--- src/rtl/mult_ctrl_pkg.sv ---
// Shared definitions for the shift-add multiplier controller: state encoding,
// watchdog defaults and the Moore output decode.
package mult_ctrl_pkg;

    localparam logic [1:0] ST_IDLE = 2'd0;
    localparam logic [1:0] ST_LOAD = 2'd1;
    localparam logic [1:0] ST_STEP = 2'd2;
    localparam logic [1:0] ST_DONE = 2'd3;

    localparam int MAX_STEPS_DEFAULT = 32;
    localparam int STEP_CNT_W        = 6;

    typedef struct packed {
        logic start_mult;
        logic multipliar;
        logic product;
        logic count;
        logic clear;
        logic busy;
        logic done;
        logic error;
    } ctrl_out_t;

    // Outputs depend only on the registered state (plus the latched watchdog flag).
    function automatic ctrl_out_t decode_outputs(input logic [1:0] state, input logic wd_fired);
        ctrl_out_t o;
        o = '0;
        case (state)
            ST_LOAD: begin
                o.clear      = 1'b1;
                o.start_mult = 1'b1;
                o.multipliar = 1'b1;
                o.busy       = 1'b1;
            end
            ST_STEP: begin
                o.product    = 1'b1;
                o.multipliar = 1'b1;
                o.count      = 1'b1;
                o.busy       = 1'b1;
            end
            ST_DONE: begin
                o.busy  = 1'b1;
                o.done  = 1'b1;
                o.error = wd_fired;
            end
            default: o = '0;
        endcase
        return o;
    endfunction

endpackage

--- src/rtl/mult_control.sv ---
// Moore FSM sequencing the shift-add multiply datapath: LOAD, a run of STEP
// cycles ended by the datapath stop flag (or a watchdog), then a DONE pulse.
module mult_control
    import mult_ctrl_pkg::*;
#(
    parameter int MAX_STEPS = MAX_STEPS_DEFAULT
) (
    input  logic clock_sign,
    input  logic reset_sign,
    input  logic start_sign,
    input  logic stop,
    output logic start_mult_sign,
    output logic multipliar_sign,
    output logic product_sign,
    output logic count_sign,
    output logic clear_sign,
    output logic busy_sign,
    output logic done_sign,
    output logic error_sign
);

    localparam logic [STEP_CNT_W-1:0] WD_LIMIT = STEP_CNT_W'(MAX_STEPS);

    logic [1:0]            state;
    logic [1:0]            next_state;
    logic [STEP_CNT_W-1:0] step_cnt;
    logic                  wd_fired;
    logic                  wd_hit;
    ctrl_out_t             outs;

    // The step about to finish is number MAX_STEPS+1 when the count already equals MAX_STEPS.
    assign wd_hit = (step_cnt >= WD_LIMIT);

    always_comb begin
        // NOTE: default first so every path assigns next_state and no latch is inferred.
        next_state = ST_IDLE;
        case (state)
            ST_IDLE: next_state = start_sign ? ST_LOAD : ST_IDLE;
            ST_LOAD: next_state = ST_STEP;
            ST_STEP: next_state = (stop || wd_hit) ? ST_DONE : ST_STEP;
            ST_DONE: next_state = ST_IDLE;
            default: next_state = ST_IDLE;
        endcase
    end

    always_ff @(posedge clock_sign) begin
        // NOTE: non-blocking assignments keep every register updating from pre-edge values.
        if (reset_sign) begin
            state    <= ST_IDLE;
            step_cnt <= '0;
            wd_fired <= 1'b0;
        end else begin
            state    <= next_state;
            wd_fired <= (state == ST_STEP) && !stop && wd_hit;
            if (state == ST_LOAD) begin
                step_cnt <= '0;
            end else if (state == ST_STEP && step_cnt != '1) begin
                step_cnt <= step_cnt + 1'b1;
            end
        end
    end

    assign outs            = decode_outputs(state, wd_fired);
    assign start_mult_sign = outs.start_mult;
    assign multipliar_sign = outs.multipliar;
    assign product_sign    = outs.product;
    assign count_sign      = outs.count;
    assign clear_sign      = outs.clear;
    assign busy_sign       = outs.busy;
    assign done_sign       = outs.done;
    assign error_sign      = outs.error;

endmodule

--- config.mk ---
export PLATFORM = sky130hd
export DESIGN_NAME = mult_control
export DESIGN_NICKNAME = d
export VERILOG_FILES = /design/src/rtl/mult_ctrl_pkg.sv /design/src/rtl/mult_control.sv
export SDC_FILE = /design/constraint.sdc
export NUM_CORES = 1
export LEC_CHECK = 0
export CORE_AREA = 3 3 40 42
export DETAILED_ROUTE_END_ITERATION = 7
export DIE_AREA = 0 0 43 45
export RECOVER_POWER = 25
export SLEW_MARGIN = 5
export SYNTH_ARGS = -nofsm -noshare
export SYNTH_HDL_FRONTEND = slang
export SYNTH_SLANG_ARGS = --single-unit
--- constraint.sdc ---
create_clock -name clock_sign -period 1.83 [get_ports clock_sign]
set_input_delay 0.183 -clock clock_sign [delete_from_list [all_inputs] [get_ports clock_sign]]
set_output_delay 0.183 -clock clock_sign [all_outputs]
set_load 0.01 [all_outputs]
[Yosys cells after proc, flatten, opt, wreduce, memory -nomap -nowiden]
Index checks and enable logic that the tools add are counted.
Operators by class
  add/sub/neg operators: 1
  multiply operators: 0
  div/mod/pow operators: 0
  order comparisons: 1
  equality and inequality tests: 4
  shift operators: 0
  muxes and demuxes: 8
  bitwise gates (word level): 0
  reduce and logical (&&, ||, !) cells: 9
Operators with widths (count)
  one-hot mux 2 bit (4 select lines): 1
  adder 6 x 1 -> 6 bit (second input constant): 1
  >= comparator 6 bit (second input constant): 1
  != test 6 bit (second input constant): 1
  2-to-1 mux 1 bit: 5
  == test 2 bit (second input constant): 2
  2-to-1 mux 2 bit: 2
  OR reduction 2 bit: 2
  logical AND 1 bit: 3
  OR reduction 3 bit: 1
  == test 2 x 1 -> 1 bit (second input constant): 1
  zero test 2 bit: 1
  zero test 1 bit: 1
  logical OR 1 bit: 1
Word-level totals
  bits in registers: 9
  bits in latches: 0
  memory bits (writable): 0
  memory bits (read-only): 0
  input port bits: 4
  memories kept: 0

[Depth between registers and ports, before layout]
Gate-level depths: netlist of the first run.
  depth after elaboration: 4
  gate-level depth with buffers: 5
  mapped depth without buffers: 5

[Worst setup path before layout of the first run]
No wires, ideal clock.
  path type: register to register
  start point: register state[0]
  end point: register step_cnt[5]
  arrival time: 1.368 ns
  required time: 1.727 ns
  slack: 0.359 ns
  stages on the path, launching flop included: 6
  path buffers: 0
  clock period less this slack: 1.471 ns
  path through: dfxtp_1 > inv_1 > ha_1 > and4_4 > a31oi_1 > a2111oi_2
Between the ends
  cells in the longest elaborated chain, start to end: 2
Ends and longest elaborated chain
  start: declaration: RTL line mult_control.sv:24  | logic [1:0] state;
  start signal: assignment: RTL line mult_control.sv:53  | state <= next_state;
  == test 2 x 1 -> 1 bit or == test 2 bit (tied branches): RTL line mult_control.sv:55, mult_control.sv:57
  OR reduction 2 bit (no source line) or logical AND 1 bit (tied branches)
  end signal: assignment: RTL line mult_control.sv:58  | step_cnt <= step_cnt + 1'b1;
  end: declaration: RTL line mult_control.sv:26  | logic [STEP_CNT_W-1:0] step_cnt;
Parallel ways exist; a longest one is shown, timed or not.
A chain may end at the register's enable or synchronous reset.

[Final worst setup path of the first run]
  start point: register state[0]
  end point: output multipliar_sign
Between the ends
  cells in the longest elaborated chain, start to end: 3
Ends and longest elaborated chain
  == test 2 x 1 -> 1 bit or == test 2 bit (tied branches): RTL line mult_ctrl_pkg.sv:28  | case (state)
  OR reduction 2 bit (no source line) *
  2-to-1 mux 1 bit *: RTL line mult_ctrl_pkg.sv:28
  end: declaration: RTL line mult_control.sv:13  | output logic multipliar_sign,
Mark *: on every way between the ends. The rest lies on a longest branch, timed or not.

==> results of run 1 <==
==> registers in the layout (all words and copies together), names as in the netlist <==
name	cells
step_cnt	6
state	2
wd_fired	1
==> logic make-up after synthesis <==
| kind of cell | count (synthesis) |
|---|---|
| compound gates | 10 |
| fa+ha+maj | 7 |
| buf+inv | 8 |
| flops | 9 |
| mux | 2 |
| simple gates | 18 |
==> per-stage QoR <==
step                total power (W)  setup slack [ps]  hold WS [ps]  instance area, µm²  utilization
finish                    0.0004625             119.6         512.1               650.6       0.5063
global route              0.0005001             14.22         538.6               650.6       0.5063
CTS                       0.0004735             44.98         515.6               645.6       0.5024
detailed placement        0.0003155             297.4         506.3               619.3       0.4820
global placement          0.0003155             345.2         505.3               619.3       0.4820
floorplan                 0.0002702             359.0         251.9               505.5            -
==> timing repair <==
action                     CTS  global route
setup endpoints to repair    0             4
hold buffers                 0             0
resized for setup            0             2
==> synthesized netlist by cell type, drive strengths merged <==
| library cell | instances |
|---|---|
| a2111oi | 3 |
| a21oi | 1 |
| a31oi | 2 |
| and2 | 1 |
| and3 | 2 |
| and4 | 2 |
| and4bb | 1 |
| buf | 2 |
| dfxtp | 9 |
| ha | 7 |
| inv | 6 |
| mux2i | 2 |
| nand2 | 6 |
| nand3 | 1 |
| nand4 | 1 |
| nor2 | 2 |
| nor2b | 1 |
| nor3 | 1 |
| o21a | 2 |
| o21ai | 2 |
==> cell type report <==
cell class                      count  share of cell area
Inverter                            6             0.03462
Sequential cell                     9              0.2769
Clock buffer                        4             0.04038
Multi-Input combinational cell     37              0.4500
Timing Repair Buffer               11              0.1692
Tap cell                           15             0.02885
==> power groups by stage <==
stage	logic [W]	registers, W	clock network, W
3_5_place_dp	0.000102	0.000214	0
5_1_grt	0.000113	0.000211	0.000176
4_1_cts	0.000102	0.000209	0.000162
2_1_floorplan	0.0000578	0.000212	0
6_report	0.000101	0.000210	0.000152
3_3_place_gp	0.000102	0.000214	0
==> metal layers <==
metal	GRT usage	routed length, µm
met3	0.07171	62
met5	0	0
met2	0.1677	413
met1	0.1314	415
met4	0.03614	0
==> worst paths after layout <==
check                           start                  endpoint  depth (start not counted)
min          step_cnt[0]$_SDFFE_PP0P_  step_cnt[0]$_SDFFE_PP0P_                          2
max               state[0]$_SDFF_PP0_           multipliar_sign                          3
min reg2reg  step_cnt[0]$_SDFFE_PP0P_  step_cnt[0]$_SDFFE_PP0P_                          2
max reg2reg       state[0]$_SDFF_PP0_  step_cnt[5]$_SDFFE_PP0P_                          5
==> tightest hold or removal path, stage by stage, from the launching register on <==
cell and delay (ps):
dfxtp_1 340, nand2_1 70, mux2i_1 50
==> qor.csv, run 1 <==
stage,metric,value,unit
status,status,completed,
placement,gp_congestion,0.7051,
pwr,max-vdd-ir-drop,0.3169,mV
sta,period_needed,1710,ps
yosys,ys_seq_area_frac,0.3564,
yosys,synth_top_area_share,0.3564,
sta,setup_tns,0,ps
global_route,overflow,0,
detailed_routing,drt_iter0_drc,3,
pwr,p_leak,0.2489,nW
global_route,grt_start_max_net_pins,10,
detailed_routing,via_per_inst,5.085,
sta,fin_crit_sh,0.9346,
yosys,synth_seq_cells,9,
worst_hold_path,hp-class,flip-flop to flip-flop,
pwr,cellPowerDensity,710.8,nW/µm²
critical_path,cp_slowest_stage_delay,530,ps
yosys,synth_top_family_by_area,simple AND/OR/NAND/NOR gates,
final_layout,seq_area,180.2,µm²
final_layout,area_growth,28.71,%
sta,grt_setup_unrepaired,false,
critical_path,crit_family,buffers and inverters,
critical_path,worst-setup-path-type,flip-flop to primary output,
final_layout,final_common_cell,clkdlybuf4s50_1,
yosys,netlist_area,505.5,µm²
critical_path,worstPathRequired,1650,ps
critical_path,cp_num_buf_inv,2,
floorplanning,num_rows,13,
clocking,clk_latency,260,ps
floorplanning,die_y,45,µm
detailed_routing,first_pass_iters,4,
clocking,cts_tree,done,
global_route,grt_first_pass_wirelength,1.566,mm
yosys,synth-compound-area-share,0.1485,
sta,setup_viol,0,
yosys,synth.top_cells.by_area,"dfxtp_1 (36%), ha_1 (17%), inv_1 (4.5%), nand2_1 (4.5%), mux2i_1 (4.0%)",
detailed_routing,vias,417,
sta,skew,6.615,ps
yosys,synth-xor-area-share,0,
pwr,p_seq_frac,0.453,
global_route,grtUsageTotal,0.1119,
critical_path,crit_chain,inv_1 > ha_1 > clkdlybuf4s50_1,
detailed_routing,wirelength,891,µm
clocking,clock-sinks,9,
floorplanning,dieWidth,43,µm
clocking,numCtsBuffers,3,
detailed_routing,antenna_left,0,
clocking,clock-root-buffer,clkbuf_4,
yosys,synthMuxAreaShare,0.03960,
clocking,post-cts-setup-buffer-count,0,
final_layout,fill_cells,126,
placement,dp_hpwl,721.1,µm
placement,dpl.cell_count,78,
pwr,p_sw_frac,0.2619,
run,cap_violations,0,
floorplanning,start_util,0.3934,
final_layout,nNetsFinal,79,
yosys,yosys.area.top_type,dfxtp_1,
final_layout,drive_above_1_share,0.1343,
sta,fmax,584.7,MHz
pwr,p_sw,0.0001212,W
clocking,htreeDepth,1,
clocking,clkTransAtPathRegs,60,ps
yosys,syn_nets,65,
pwr,combPwrFrac,0.218,
global_route,grt_pass1_vias,363,
critical_path,crit_fanout,3,
critical_path,critPathArrivalTime,1530,ps
sta,hold_viol_final,0,
critical_path,rrSetupSlack,370,ps
pwr,p_clk_frac,0.329,
yosys,yosysWarnings,0,
yosys,synth-simple-area-share,0.2079,
yosys,syn_avg_cell_area,9.361,µm²
sta,final_max_slew_viol_count,0,
clocking,clockBufferDepth,2,
final_layout,multi_input_area,292.8,µm²
final_layout,diodes,0,
floorplanning,die-area,1935,µm²
critical_path,crit_path_end_kind,primary output,
final_layout,layout_common_cells,"clkdlybuf4s50_1 (11), dfxtp_1 (9), inv_1 (6), nand2_1 (6), ha_1 (5)",
critical_path,cpMaxStageDelayCell,clkdlybuf4s50_1,
detailed_routing,drc,0,
global_route,antenna_found_initial,0,
yosys,synth_cell_types,23,
sta,maxSlewHeadroom,0.7729,
critical_path,critPathLaunchType,flip-flop,
final_layout,final_cells,82,
yosys,yosys.area_share.adder,0.1733,
placement,port_buffers,11,
sta,tightestPinTransition,332.1,ps
floorplanning,io_pins,12,
yosys,syn_inst,54,
detailed_routing,wire_per_inst,10.87,µm
floorplanning,core,1285,µm²
pwr,p_int,0.0003413,W
Note: power is estimated with default switching activity, not from simulation.
==> run 2: changes to the inputs <==
Settings changed: GPL_ROUTABILITY_DRIVEN set to 0.
==> results of run 2 <==
Final layout, timing and power as in run 1 (identical DEF).
